<file path="src/rtl/button_conditioner.sv">
// -----------------------------------------------------------------------------
// button_conditioner
//
// Conditions the three raw board pushbuttons for the Connect Four game top.
// Each button is synchronized (2 FF) and debounced. Each accepted press then
// becomes a one-cycle pulse:
//   - right/left : one pulse on press, auto-repeat while held.
//                  Pressing both at once locks out both outputs.
//   - drop       : one pulse per press, never repeats.
//
// Ports
//   clk_25MHz      in   single system clock
//   rst_n          in   asynchronous active-low reset
//   btn_right_raw  in   raw right button, active-high, asynchronous
//   btn_left_raw   in   raw left button, active-high, asynchronous
//   btn_drop_raw   in   raw drop button, active-high, asynchronous
//   move_right     out  one-cycle pulse per accepted right step
//   move_left      out  one-cycle pulse per accepted left step
//   drop_piece     out  one-cycle pulse per drop press
//   btn_level      out  debounced stable levels {drop, left, right}
// -----------------------------------------------------------------------------
module button_conditioner #(
  parameter int DEBOUNCE_CYCLES = 250000,   // must be >= 2
  parameter int REPEAT_DELAY    = 12500000,
  parameter int REPEAT_PERIOD   = 3750000
) (
  input  logic       clk_25MHz,
  input  logic       rst_n,
  input  logic       btn_right_raw,
  input  logic       btn_left_raw,
  input  logic       btn_drop_raw,
  output logic       move_right,
  output logic       move_left,
  output logic       drop_piece,
  output logic [2:0] btn_level
);

  // Button index inside the 3-bit vectors: 0 = right, 1 = left, 2 = drop.
  localparam int BTN_RIGHT = 0;
  localparam int BTN_LEFT  = 1;
  localparam int BTN_DROP  = 2;

  localparam int             CW       = $clog2(DEBOUNCE_CYCLES);
  localparam logic [CW-1:0]  CNT_LAST = CW'(DEBOUNCE_CYCLES - 1);

  localparam int TMAX = (REPEAT_DELAY > REPEAT_PERIOD) ? REPEAT_DELAY : REPEAT_PERIOD;
  // Keep the timer at least one bit wide when both repeat intervals are 1.
  localparam int TW   = (TMAX > 1) ? $clog2(TMAX) : 1;
  localparam logic [TW-1:0] DELAY_LAST  = TW'(REPEAT_DELAY - 1);
  localparam logic [TW-1:0] PERIOD_LAST = TW'(REPEAT_PERIOD - 1);

  typedef enum logic [1:0] {
    ST_IDLE,
    ST_DELAY,
    ST_REPEAT
  } move_state_t;

  // ---------------------------------------------------------------------------
  // Synchronizer
  // ---------------------------------------------------------------------------
  logic [2:0] r_s1;
  logic [2:0] r_s2;

  always_ff @(posedge clk_25MHz or negedge rst_n) begin
    if (!rst_n) begin
      r_s1 <= '0;
      r_s2 <= '0;
    end else begin
      // NOTE: non-blocking assignments let r_s2 take the old r_s1, forming a
      // real two-stage chain; blocking would collapse it into one flop.
      r_s1 <= {btn_drop_raw, btn_left_raw, btn_right_raw};
      r_s2 <= r_s1;
    end
  end

  // ---------------------------------------------------------------------------
  // Debounce: a level is accepted once it has differed from the stable level
  // for DEBOUNCE_CYCLES consecutive synchronized cycles.
  // ---------------------------------------------------------------------------
  logic [2:0]    r_stb;
  logic [CW-1:0] r_cnt     [3];
  logic [2:0]    w_stb_nxt;
  logic [CW-1:0] w_cnt_nxt [3];
  logic [2:0]    w_rise;

  always_comb begin
    for (int i = 0; i < 3; i++) begin
      // NOTE: every output of a combinational block gets a default first, so
      // no path through the branches can leave a value held (no latch).
      w_stb_nxt[i] = r_stb[i];
      w_cnt_nxt[i] = '0;
      if (r_s2[i] != r_stb[i]) begin
        if (r_cnt[i] == CNT_LAST) begin
          w_stb_nxt[i] = ~r_stb[i];
        end else begin
          w_cnt_nxt[i] = r_cnt[i] + 1'b1;
        end
      end
    end
  end

  // The pulse logic works on the next stable level, so a pulse is registered
  // on the same edge that the stable level changes.
  assign w_rise = w_stb_nxt & ~r_stb;

  always_ff @(posedge clk_25MHz or negedge rst_n) begin
    if (!rst_n) begin
      r_stb <= '0;
      // NOTE: the counter array is a small set of control flops, not a RAM,
      // so every entry is reset; a stale count would corrupt the first press.
      for (int i = 0; i < 3; i++) r_cnt[i] <= '0;
    end else begin
      r_stb <= w_stb_nxt;
      for (int i = 0; i < 3; i++) r_cnt[i] <= w_cnt_nxt[i];
    end
  end

  // ---------------------------------------------------------------------------
  // Move FSMs (g = 0 right, g = 1 left)
  // ---------------------------------------------------------------------------
  // Both move buttons held: both FSMs are forced idle and stay silent.
  logic       w_lock;
  logic [1:0] w_move_pulse;

  assign w_lock = w_stb_nxt[BTN_RIGHT] & w_stb_nxt[BTN_LEFT];

  for (genvar g = 0; g < 2; g++) begin : g_move
    move_state_t   r_state;
    move_state_t   w_state_nxt;
    logic [TW-1:0] r_tmr;
    logic [TW-1:0] w_tmr_nxt;
    logic          w_pulse;

    always_ff @(posedge clk_25MHz or negedge rst_n) begin
      if (!rst_n) begin
        r_state <= ST_IDLE;
        r_tmr   <= '0;
      end else begin
        r_state <= w_state_nxt;
        r_tmr   <= w_tmr_nxt;
      end
    end

    always_comb begin
      w_state_nxt = r_state;
      w_tmr_nxt   = '0;
      w_pulse     = 1'b0;
      if (!w_stb_nxt[g] || w_lock) begin
        w_state_nxt = ST_IDLE;
      end else begin
        case (r_state)
          // Held with no rising edge only happens when the other button
          // leaves lockout: start the delay silently in that case.
          ST_IDLE: begin
            w_state_nxt = ST_DELAY;
            w_pulse     = w_rise[g];
          end
          ST_DELAY: begin
            if (r_tmr == DELAY_LAST) begin
              w_state_nxt = ST_REPEAT;
              w_pulse     = 1'b1;
            end else begin
              w_tmr_nxt = r_tmr + 1'b1;
            end
          end
          ST_REPEAT: begin
            if (r_tmr == PERIOD_LAST) begin
              w_pulse = 1'b1;
            end else begin
              w_tmr_nxt = r_tmr + 1'b1;
            end
          end
          default: w_state_nxt = ST_IDLE;
        endcase
      end
    end

    assign w_move_pulse[g] = w_pulse;
  end

  // ---------------------------------------------------------------------------
  // Registered outputs
  // ---------------------------------------------------------------------------
  logic r_move_right;
  logic r_move_left;
  logic r_drop_piece;

  always_ff @(posedge clk_25MHz or negedge rst_n) begin
    if (!rst_n) begin
      r_move_right <= 1'b0;
      r_move_left  <= 1'b0;
      r_drop_piece <= 1'b0;
    end else begin
      r_move_right <= w_move_pulse[BTN_RIGHT];
      r_move_left  <= w_move_pulse[BTN_LEFT];
      r_drop_piece <= w_rise[BTN_DROP];
    end
  end

  assign move_right = r_move_right;
  assign move_left  = r_move_left;
  assign drop_piece = r_drop_piece;
  assign btn_level  = r_stb;

endmodule

</file>
<file path="config.mk">
export PLATFORM = sky130hd
export DESIGN_NAME = button_conditioner
export DESIGN_NICKNAME = d
export VERILOG_FILES = /design/src/rtl/button_conditioner.sv
export SDC_FILE = /design/constraint.sdc
export NUM_CORES = 1
export LEC_CHECK = 0
export CAP_MARGIN = 15
export CELL_PAD_IN_SITES_DETAIL_PLACEMENT = 1
export CELL_PAD_IN_SITES_GLOBAL_PLACEMENT = 2
export CORE_MARGIN = 5
export CORE_UTILIZATION = 40
export DETAILED_ROUTE_END_ITERATION = 10
export HOLD_SLACK_MARGIN = 0.08
export PLACE_DENSITY_LB_ADDON = 0.1
export SYNTH_ARGS = -nofsm -noshare
export SYNTH_HDL_FRONTEND = slang
export SYNTH_SLANG_ARGS = --single-unit
</file>
<file path="constraint.sdc">
create_clock -name clk_25MHz -period 2.82 [get_ports clk_25MHz]
set_input_delay 0.564 -clock clk_25MHz [delete_from_list [all_inputs] [get_ports clk_25MHz]]
set_output_delay 0.564 -clock clk_25MHz [all_outputs]
set_load 0.005 [all_outputs]
</file>
==> results <==
- The run finished with clean final reports.
- The number of enable-type register cells in the synthesized netlist is 0.
- The post-synthesis sequential element count is 118.
- The signal on the critical path passes through or4_1 > or4_4 > o41a_1 > o21ai_4 > buf_4 > nor4_1.
- The first global-routing pass estimated 24500 um of wire.
- At the end of the flow, the number of nets in the layout was 643.
- The first routing iteration left 144 violations.
- The worst-case IR drop observed on VDD is 0.000403 V.
- The share of cells above drive strength 1 is 8.49%.
- The critical path crosses 6 cells after its start point.
- The floorplan step set the die width to 132 um.
- The finished layout holds 820 standard cells, fillers aside.
- In this run, distinct cell masters in the synthesized netlist total 51.
- The placed instances occupy a cell area of 0.00634 mm2.
- The remaining number of nets flagged by the antenna check after routing is 0.
- STA classifies the critical path startpoint as a register.
- The clock-pin slew reported for the worst setup and hold paths after clock tree synthesis is 0.05 ns.
- The setup check on the worst reg-to-reg path leaves a slack of 0.29 ns.
- The post-route DRC violation count is 0.
- After synthesis the cells add up to 0.00600 mm2.
- The proportion of synthesized flip-flops having asynchronous set or reset is 100%.
- The critical path's slowest cell is sky130_fd_sc_hd__or4_4.
- The core region is 0.0146 mm2.
- The number of slew-limit violations in the final report is 0.
- The count of buffers inserted at the top-level ports is 10.
- The number of global-route vias before repair was 4919.
- The number of buffers and inverters on the critical path is 1.
- Setup repair after global routing left no endpoint under its margin.
- The total setup buffers inserted after CTS is 0.
- The routed length per instance is 16.5 um.
- The pin count of the biggest net entering global routing is 56.
- The total wire length after detailed routing is 13500 um.
- Compared with the post-synthesis result, the final layout area differs by 15.2%.
- The clock tree synthesis step divided the H-tree into 4 levels.
- In the routed layout, each cell is associated on average with a via count of 5.41.
- The number of placed instances, taps included is 788.
- STA puts the critical path data required time at 3.10 ns.
- The number of nets in the synthesized netlist is 620.
- In this run the tightest slew margin relative to its limit is 50.5%.
- After floorplanning, the core was divided into 44 placement rows.
- The most critical setup path has its startpoint at g_move[0].r_tmr[9]$_DFF_PN0_.
- The cell area after layout is 0.00691 mm2.
- The tightest min-delay check is of the input pin to asynchronous set/reset pin type.
- The total overflow left after global routing is 0.
- For this run, the slowest stage of the critical path takes 0.53 ns.
- By startpoint and endpoint, the worst setup path is classified as register to register.
- The power density normalized to cell area is 565 mW/mm2.
- Max-cap violations in this run came to 0.
- The count of mapped cells out of synthesis is 600.
- The beginning of the worst register-to-register path is g_move[0].r_tmr[9]$_DFF_PN0_.
- The reg-to-reg endpoint is g_move[0].r_tmr[2]$_DFF_PN0_.
- The clock passes through at most 2 buffers.
- The number of antenna violations at the first check in global routing is 0.
- The cell at the root of the clock tree is sky130_fd_sc_hd__clkbuf_16.
- The first-pass iteration count of the detailed router is 4.
- The number of gates resized after cts is 0.
- Setup violations remaining at the end of the flow were counted as 0.
- At the pin with the least slew margin, the transition time is 0.743 ns.
- The arrival time at the worst endpoint is 2.82 ns.
- Timing would allow up to 395 MHz.
- The half-perimeter wire length after placement is 9060 um.
- The number of vias after detailed routing is 4436.
- The fraction of the yosys area taken by sequential cells is 49.2%.
- TritonCTS built the clock tree.
- Global routing used 16.9% of the available tracks.
- Overall power consumption after layout is estimated at 3.91 mW.
- The number of fillers in the final layout is 1618.
- The die area is 0.0175 mm2.
- After synthesis, the mean cell area works out to 10.0 um2.
- Broken down by cell family, the worst path's largest delay share belongs to simple AND/OR/NAND/NOR gates.
- Dividing the final minimum period by the clock period gives 89.8%.
- The antenna diode count is 0.
- The end point of the critical path is g_move[0].r_tmr[2]$_DFF_PN0_.
- In the synthesized netlist the dominant register cell turns out to be sky130_fd_sc_hd__dfrtp_1.
- Measured along the y axis, the die boundary spans 132 um.
- The cell leakage power is 2.71 nW.
- Yosys printed 0 warnings.
- The final setup skew is 0.00858 ns.
- At the later pin of the worst-skew pair, clock insertion delay measures 0.42 ns.
- Once the floorplan was initialized, standard cells occupied 41.0% of the core.
- Pin placement for this block handled 11 I/O pins.
- The post-cts hold buffer count is 0.
- The worst register-to-register path has a depth of 6.
- Counting every sink on the clock net gives 118.
- The congestion estimate from routability-driven global placement came to 0.782.
- Summed over all failing endpoints, the final setup total negative slack is 0 ns.
- Buffers inserted during clock tree synthesis total 17.
- The smallest clock period supported by the final layout is computed as 2.53 ns.
- The worst setup path is captured at a register.
- The largest fanout on the critical path is 16.
- The number of failing hold endpoints at the final stage is 0.
[through the flow]
step / util, % / hold slack [ns] / setup slack, ns
after floorplan: - / 0.268 / 0.421
after global placement: 43.3 / 0.333 / 0.339
after detailed placement: 43.3 / 0.336 / 0.288
after CTS: 47.2 / 0.231 / 0.278
after global routing: 47.2 / 0.263 / 0.177
final: 47.2 / 0.209 / 0.289
[worst register-to-register path, delay by kind of cell, from the launching register on]
family                 cells  cell delay, ns
AO/OA/AOI/OAI              2            0.61
buffers and inverters      1            0.24
flip-flops                 1            0.41
AND/OR/NAND/NOR            3            1.14
[sequential cells by signal (all words and copies together) (netlist names)]
signal          count
g_move.r_state      4
r_cnt              54
btn_level           3
r_s1                3
r_s2                3
drop_piece          1
move_right          1
move_left           1
g_move.r_tmr       48
[routing by layer]
metal	vias up	GRT usage [%]	wire [um]
met5	-	0	0
met4	0	4.97	138
met3	11	4.71	306
met2	27	27.3	6590
met1	2224	22.2	6520
li1	2174	-	-
[cell type report]
cell class | instances | area, um2 | area share (%)
Clock buffer | 23 | 468 | 6.77
Clock inverter | 9 | 101 | 1.47
Inverter | 15 | 56.3 | 0.815
Multi-Input combinational cell | 448 | 2880 | 41.7
Sequential cell | 118 | 2950 | 42.7
Tap cell | 184 | 230 | 3.33
Timing Repair Buffer | 23 | 220 | 3.19
[power by group]
| part | switching (mW) | total (mW) | leakage [nW] | internal, mW |
|---|---|---|---|---|
| clock | 0.768 | 2.11 | 0.281 | 1.34 |
| sequential | 0.0130 | 1.72 | 1.63 | 1.71 |
| combinational | 0.0555 | 0.0770 | 0.799 | 0.0216 |
[cells by family after synthesis]
logic type	Yosys count	share of synthesized area [%]
AO/OA/AOI/OAI	19	2.67
XOR/XNOR	95	13.9
adder cells (fa/ha/maj)	15	3.13
buffers and inverters	34	2.77
flip-flops	118	49.2
multiplexers	1	0.188
AND/OR/NAND/NOR	318	28.1
[synthesized netlist by cell type, types with 3 or more instances]
| cell | instances | area share [%] |
|---|---|---|
| sky130_fd_sc_hd__xnor2_1 | 52 | 7.6 |
| sky130_fd_sc_hd__and3_1 | 11 | 1.1 |
| sky130_fd_sc_hd__inv_1 | 15 | 0.94 |
| sky130_fd_sc_hd__ha_1 | 15 | 3.1 |
| sky130_fd_sc_hd__nor3_1 | 49 | 4.1 |
| sky130_fd_sc_hd__dfrtp_1 | 118 | 49 |
| sky130_fd_sc_hd__nor4b_1 | 6 | 0.88 |
| sky130_fd_sc_hd__or4_1 | 8 | 1.0 |
| sky130_fd_sc_hd__nor3b_1 | 3 | 0.38 |
| sky130_fd_sc_hd__nor4_1 | 36 | 3.8 |
| sky130_fd_sc_hd__nand4_1 | 21 | 2.2 |
| sky130_fd_sc_hd__nand2_1 | 38 | 2.4 |
| sky130_fd_sc_hd__and4_1 | 6 | 0.88 |
| sky130_fd_sc_hd__xor2_1 | 43 | 6.3 |
| sky130_fd_sc_hd__o21a_1 | 4 | 0.50 |
| sky130_fd_sc_hd__nor2_1 | 75 | 4.7 |
| sky130_fd_sc_hd__and2_1 | 3 | 0.31 |
| sky130_fd_sc_hd__buf_6 | 5 | 0.94 |
| sky130_fd_sc_hd__nand3_1 | 42 | 3.5 |
| sky130_fd_sc_hd__clkbuf_1 | 11 | 0.69 |
[worst min-delay path by stage]
stage                            startpoint                       endpoint  cells past startpoint
final                                 rst_n  g_move[1].r_tmr[20]$_DFF_PN0_                      1
after global routing                  rst_n  g_move[1].r_tmr[20]$_DFF_PN0_                      1
after CTS                             rst_n  g_move[1].r_tmr[20]$_DFF_PN0_                      1
after detailed placement  r_s1[1]$_DFF_PN0_              r_s2[1]$_DFF_PN0_                      0
after global placement    r_s1[1]$_DFF_PN0_              r_s2[1]$_DFF_PN0_                      0
after floorplan                       rst_n         btn_level[0]$_DFF_PN0_                      0
[cells in the final DEF, fill, tap and decap left out, types with 17 or more instances in the layout]
cell	Yosys	layout
sky130_fd_sc_hd__nor3_1	49	49
sky130_fd_sc_hd__nand2_1	38	38
sky130_fd_sc_hd__nor4_1	36	36
sky130_fd_sc_hd__nand4_1	21	21
sky130_fd_sc_hd__nor2_1	75	75
sky130_fd_sc_hd__xor2_1	43	43
sky130_fd_sc_hd__dfrtp_1	118	118
sky130_fd_sc_hd__xnor2_1	52	52
sky130_fd_sc_hd__clkbuf_16	0	17
sky130_fd_sc_hd__nand3_1	42	42
Power figures use the tool's default switching activity.
